`config.mk`:
```
export PLATFORM = sky130hd
export DESIGN_NAME = fib_bcd_gen
export DESIGN_NICKNAME = d
export VERILOG_FILES = /design/src/rtl/fib_bcd_gen.sv
export SDC_FILE = /design/constraint.sdc
export NUM_CORES = 1
export LEC_CHECK = 0
export BUFFER_PORTS_ARGS = -buffer_cell sky130_fd_sc_hd__buf_2
export CORE_ASPECT_RATIO = 1.1
export CORE_MARGIN = 8
export CORE_UTILIZATION = 59
export CTS_BUF_LIST = sky130_fd_sc_hd__clkbuf_16
export CTS_CLUSTER_DIAMETER = 40
export DETAILED_ROUTE_END_ITERATION = 16
export PLACE_DENSITY = 0.84
export SLEW_MARGIN = 20
export SYNTH_ARGS = -nofsm -noshare
export SYNTH_HDL_FRONTEND = slang
export SYNTH_SLANG_ARGS = --single-unit
```
`constraint.sdc`:
```
create_clock -name clk -period 4.3 [get_ports clk]
set_input_delay 0.645 -clock clk [delete_from_list [all_inputs] [get_ports clk]]
set_output_delay 0.645 -clock clk [all_outputs]
set_load 0.02 [all_outputs]
```
`src/rtl/fib_bcd_gen.sv`:
```
// Fibonacci term generator producing packed-BCD words over a valid/ready stream.
// Each new term is summed one BCD digit per cycle through a single digit adder.
module fib_bcd_gen #(
    parameter int DIGITS = 4,
    parameter int IDX_W  = 5
) (
    input  logic                  clk,
    input  logic                  reset,
    input  logic                  start,
    input  logic [IDX_W-1:0]      n_terms,
    output logic [4*DIGITS-1:0]   term_bcd,
    output logic [IDX_W-1:0]      term_idx,
    output logic                  valid,
    input  logic                  ready,
    output logic                  busy,
    output logic                  done,
    output logic                  overflow
);

    localparam int DP_W = (DIGITS > 1) ? $clog2(DIGITS) : 1;
    localparam logic [DP_W-1:0] LAST_DIGIT = DP_W'(DIGITS - 1);

    typedef enum logic [1:0] {IDLE, EMIT, ADD, DONE} state_t;

    state_t                 state;
    logic [DIGITS-1:0][3:0] prev;
    logic [DIGITS-1:0][3:0] cur;
    logic [DIGITS-1:0][3:0] nxt;
    logic [DIGITS-1:0][3:0] sum_word;
    logic [IDX_W-1:0]       n_lat;
    logic [IDX_W-1:0]       k;
    logic [IDX_W:0]         k_inc;
    logic [DP_W-1:0]        dptr;
    logic                   carry;
    logic [4:0]             digit_sum;
    logic [3:0]             digit_out;
    logic                   digit_carry;

    // One BCD digit add; sum_word is the accumulator with the current digit merged in,
    // so the final digit can be committed to cur in the same cycle it is computed.
    always_comb begin
        digit_sum   = {1'b0, prev[dptr]} + {1'b0, cur[dptr]} + {4'd0, carry};
        digit_carry = (digit_sum > 5'd9);
        digit_out   = digit_carry ? (digit_sum[3:0] + 4'd6) : digit_sum[3:0];
        sum_word       = nxt;
        sum_word[dptr] = digit_out;
        k_inc = {1'b0, k} + 1'b1;
    end

    assign term_bcd = cur;
    assign term_idx = k;

    always_ff @(posedge clk or posedge reset) begin
        if (reset) begin
            state    <= IDLE;
            prev     <= '0;
            cur      <= '0;
            nxt      <= '0;
            n_lat    <= '0;
            k        <= '0;
            dptr     <= '0;
            carry    <= 1'b0;
            valid    <= 1'b0;
            busy     <= 1'b0;
            done     <= 1'b0;
            overflow <= 1'b0;
        end else begin
            case (state)
                IDLE: begin
                    done <= 1'b0;
                    if (start) begin
                        n_lat    <= n_terms;
                        prev     <= (4*DIGITS)'(1);
                        cur      <= '0;
                        k        <= '0;
                        overflow <= 1'b0;
                        busy     <= 1'b1;
                        if (n_terms == '0) begin
                            state <= DONE;
                            done  <= 1'b1;
                        end else begin
                            state <= EMIT;
                            valid <= 1'b1;
                        end
                    end
                end
                EMIT: begin
                    if (ready) begin
                        k     <= k_inc[IDX_W-1:0];
                        valid <= 1'b0;
                        if (k_inc == {1'b0, n_lat}) begin
                            state <= DONE;
                            done  <= 1'b1;
                        end else begin
                            state <= ADD;
                            dptr  <= '0;
                            carry <= 1'b0;
                        end
                    end
                end
                ADD: begin
                    nxt   <= sum_word;
                    carry <= digit_carry;
                    dptr  <= dptr + 1'b1;
                    // A carry out of the top digit means the term is unrepresentable.
                    if (dptr == LAST_DIGIT) begin
                        if (digit_carry) begin
                            overflow <= 1'b1;
                            state    <= DONE;
                            done     <= 1'b1;
                        end else begin
                            prev  <= cur;
                            cur   <= sum_word;
                            state <= EMIT;
                            valid <= 1'b1;
                        end
                    end
                end
                DONE: begin
                    done  <= 1'b0;
                    busy  <= 1'b0;
                    state <= IDLE;
                end
                default: state <= IDLE;
            endcase
        end
    end

endmodule

```
==> flow_metrics.tcl <==
set metrics [dict create \
    outcome "complete, no violations" \
    cts_buffer_depth 2 \
    cellPowerDensity_nw_per_um2 692 \
    root_buffer "clkbuf_16" \
    critical_path.top_delay_family "adder cells" \
    area_growth_pct 14.7 \
    yosysSeqAreaShare 0.456 \
    port_buffers 33 \
    fin_crit_ns 4.08 \
    setup_slack_ns 0.217 \
    layout_commonest_cell "dfrtp_1" \
    ir_drop_uv 422 \
    leakagePower_nw 1.94 \
    synth_compound_area_frac 0.184 \
    die_height_um 96.9 \
    critPathLaunchType "flip-flop" \
    die_x_um 89.5 \
    crit_fanout 16 \
    synth-seq-cells 64 \
    place_hpwl_um 5910 \
    post-cts-setup-buffers 0 \
    synth_top_cell_by_area "dfrtp_1" \
    cpMaxStageDelayCell "fa_1" \
    fillers 409 \
    dp_cells 424 \
    io_pins 34 \
    slowest_delay_ns 0.63 \
    yosysUniqueCellTypes 50 \
    drt_iter0_markers 252 \
    yosysWarnings 0 \
    fin_worst_skew_ns 0.00628 \
    wl_per_cell_um 18.5 \
    synth_area_leaders "dfrtp_1 46%, nand2_1 5.5%, ha_1 5.3%" \
    vias 2661 \
    cts-resized-gates 0 \
    slew_headroom 0.527 \
    overflow 0 \
    grt_max_degree 36 \
    min_path_type "input pin to asynchronous set/reset pin" \
    htreeDepth 3 \
    report.final.slew_viol_count 0 \
    place_area_um2 3710 \
    drive_gt1_frac 0.221 \
    seqCellArea_um2 1600 \
    rows 29 \
    utilization 0.697 \
    cts_tree "done" \
    die_area_um2 8680 \
    grt_pass1_wl_um 13600 \
    antennaDiodeCount 0 \
    cpMostUsedCell "fa_1" \
    timing.critical_path.buf_inv 2 \
    synth.mux.area_fraction 0.131 \
    nets 384 \
    critPathKind "flip-flop to flip-flop" \
    syn_inst 328 \
    drt_first_pass_iters 4 \
    rsz0062_at_grt "no" \
    yosys.area_share.xor_xnor 0.0171 \
    path_cells "mux4_2, fa_1, fa_1, inv_1, ha_1, a21boi_0, nand4b_1, and4b_1, nor2_4, buf_4, a211oi_1, a21o_1" \
    preCtsSetupSlack_ns 0.240 \
    synth_top_area_share 0.456 \
    wirelength_um 8140 \
    cts.sinks 64 \
    worstMarginPinSlew_ns 0.708 \
    gp_congestion 0.925 \
    drv_cap 0 \
    yosys.area_share.simple 0.108 \
    synth_top_family_by_area "compound AO/OA/AOI/OAI gates" \
    drc 0 \
    most-common-layout-cells "64 x dfrtp_1, 51 x nand2_1, 33 x buf_2, 22 x o21ai_0, 21 x a22o_1" \
    clock.fmax_mhz 245 \
    grt_pass1_vias 2771 \
    grt_use_total 0.203 \
    clock_latency_ns 0.33 \
    period_share 0.950 \
    crit_arrival_ns 4.30 \
    numCtsBuffers 9 \
    ant_nets 0 \
    avgSynthCellArea_um2 10.7 \
    via_per_inst 6.06 \
    start_util 0.608 \
    cp-end-kind "flip-flop" \
    setup_tns_ns 0 \
    worstPathRequired_ns 4.52 \
    ctsHoldBuffers 0 \
    synth_nets 354 \
    synth_adder_area_share 0.0649 \
    final_hold_viol_count 0 \
    multiInputGateArea_um2 1780 \
    grt_antenna_before_repair 0 \
    setup_viol 0 \
    final_area_um2 4020 \
    core_um2 5770 \
    fin_cells 439 \
    clk_pin_slew_ns 0.05 \
    syn_area_um2 3510 \
]
cells by family (layout without fill, tap and decap cells):
| kind of cell | Yosys count | count (layout) |
|---|---|---|
| AO/OA/AOI/OAI | 92 | 92 |
| XOR/XNOR | 6 | 6 |
| adder cells (fa/ha/maj) | 17 | 17 |
| buffers and inverters | 31 | 65 |
| flip-flops | 64 | 64 |
| multiplexers | 34 | 34 |
| AND/OR/NAND/NOR | 84 | 84 |
sequential cells by signal, indices dropped and copies added (netlist names):
name and cells:
busy 1, carry 1, done 1, dptr 2, n_lat 5, nxt 13
overflow 1, prev 16, state 2, term_bcd 16, term_idx 5, valid 1
where the power goes:
part | switching (W) | internal [W] | total [W]
Sequential | 0.000120 | 0.000741 | 0.000860
Combinational | 0.000714 | 0.000466 | 0.00118
Clock | 0.000247 | 0.000496 | 0.000743
Total | 0.00108 | 0.00170 | 0.00278
synth_stat cells, drive strengths merged:
master	number
nand3	7
o31a	1
nor3	3
nand2b	4
nand4	1
o32ai	1
dfrtp	64
a22o	21
a211oi	3
a21o	8
o22ai	2
a211o	2
nor2	10
and4b	1
mux2	15
ha	15
o221ai	1
clkbuf	12
o32a	1
and2	1
nand2	51
a22oi	1
o211ai	2
a32oi	1
buf	7
or2	2
nor3b	1
o31ai	4
a31oi	2
a2111oi	1
a21oi	5
and3	2
xnor2	4
o2bb2ai	1
xor2	2
nand4b	1
o21ai	34
mux4	8
mux2i	11
inv	12
a21boi	1
fa	2
final timing paths:
check | from | end | slack (ns) | cells after the start
min | reset | nxt[3]$_DFFE_PP0P_ | 0.43 | 2
max in group asynchronous | reset | term_bcd[12]$_DFFE_PP0P_ | 3.01 | 3
min in group clk | nxt[6]$_DFFE_PP0P_ | nxt[6]$_DFFE_PP0P_ | 0.48 | 2
max reg2reg | dptr[0]$_DFFE_PP0P_ | term_bcd[3]$_DFFE_PP0P_ | 0.22 | 12
min reg2reg | nxt[6]$_DFFE_PP0P_ | nxt[6]$_DFFE_PP0P_ | 0.48 | 2
max | dptr[0]$_DFFE_PP0P_ | term_bcd[3]$_DFFE_PP0P_ | 0.22 | 12
per-stage QoR:
step,hold WS (ns),total power (W)
2_1_floorplan,0.445,0.00176
3_3_place_gp,0.459,0.00199
3_5_place_dp,0.472,0.00203
4_1_cts,0.450,0.00278
5_1_grt,0.496,0.00295
6_report,0.426,0.00278
routing by layer:
metal	global-route usage	share of wire
met1	0.254	0.42
met2	0.323	0.51
met3	0.0398	0.054
met4	0.0962	0.022
met5	0	0
final cells by class:
type / count / share of cell area
Clock buffer: 9 / 0.0560
Clock inverter: 6 / 0.0190
Inverter: 12 / 0.0112
Multi-Input combinational cell: 233 / 0.442
Sequential cell: 64 / 0.398
Tap cell: 77 / 0.0239
Timing Repair Buffer: 38 / 0.0504
(Power assumes the default switching activity.)
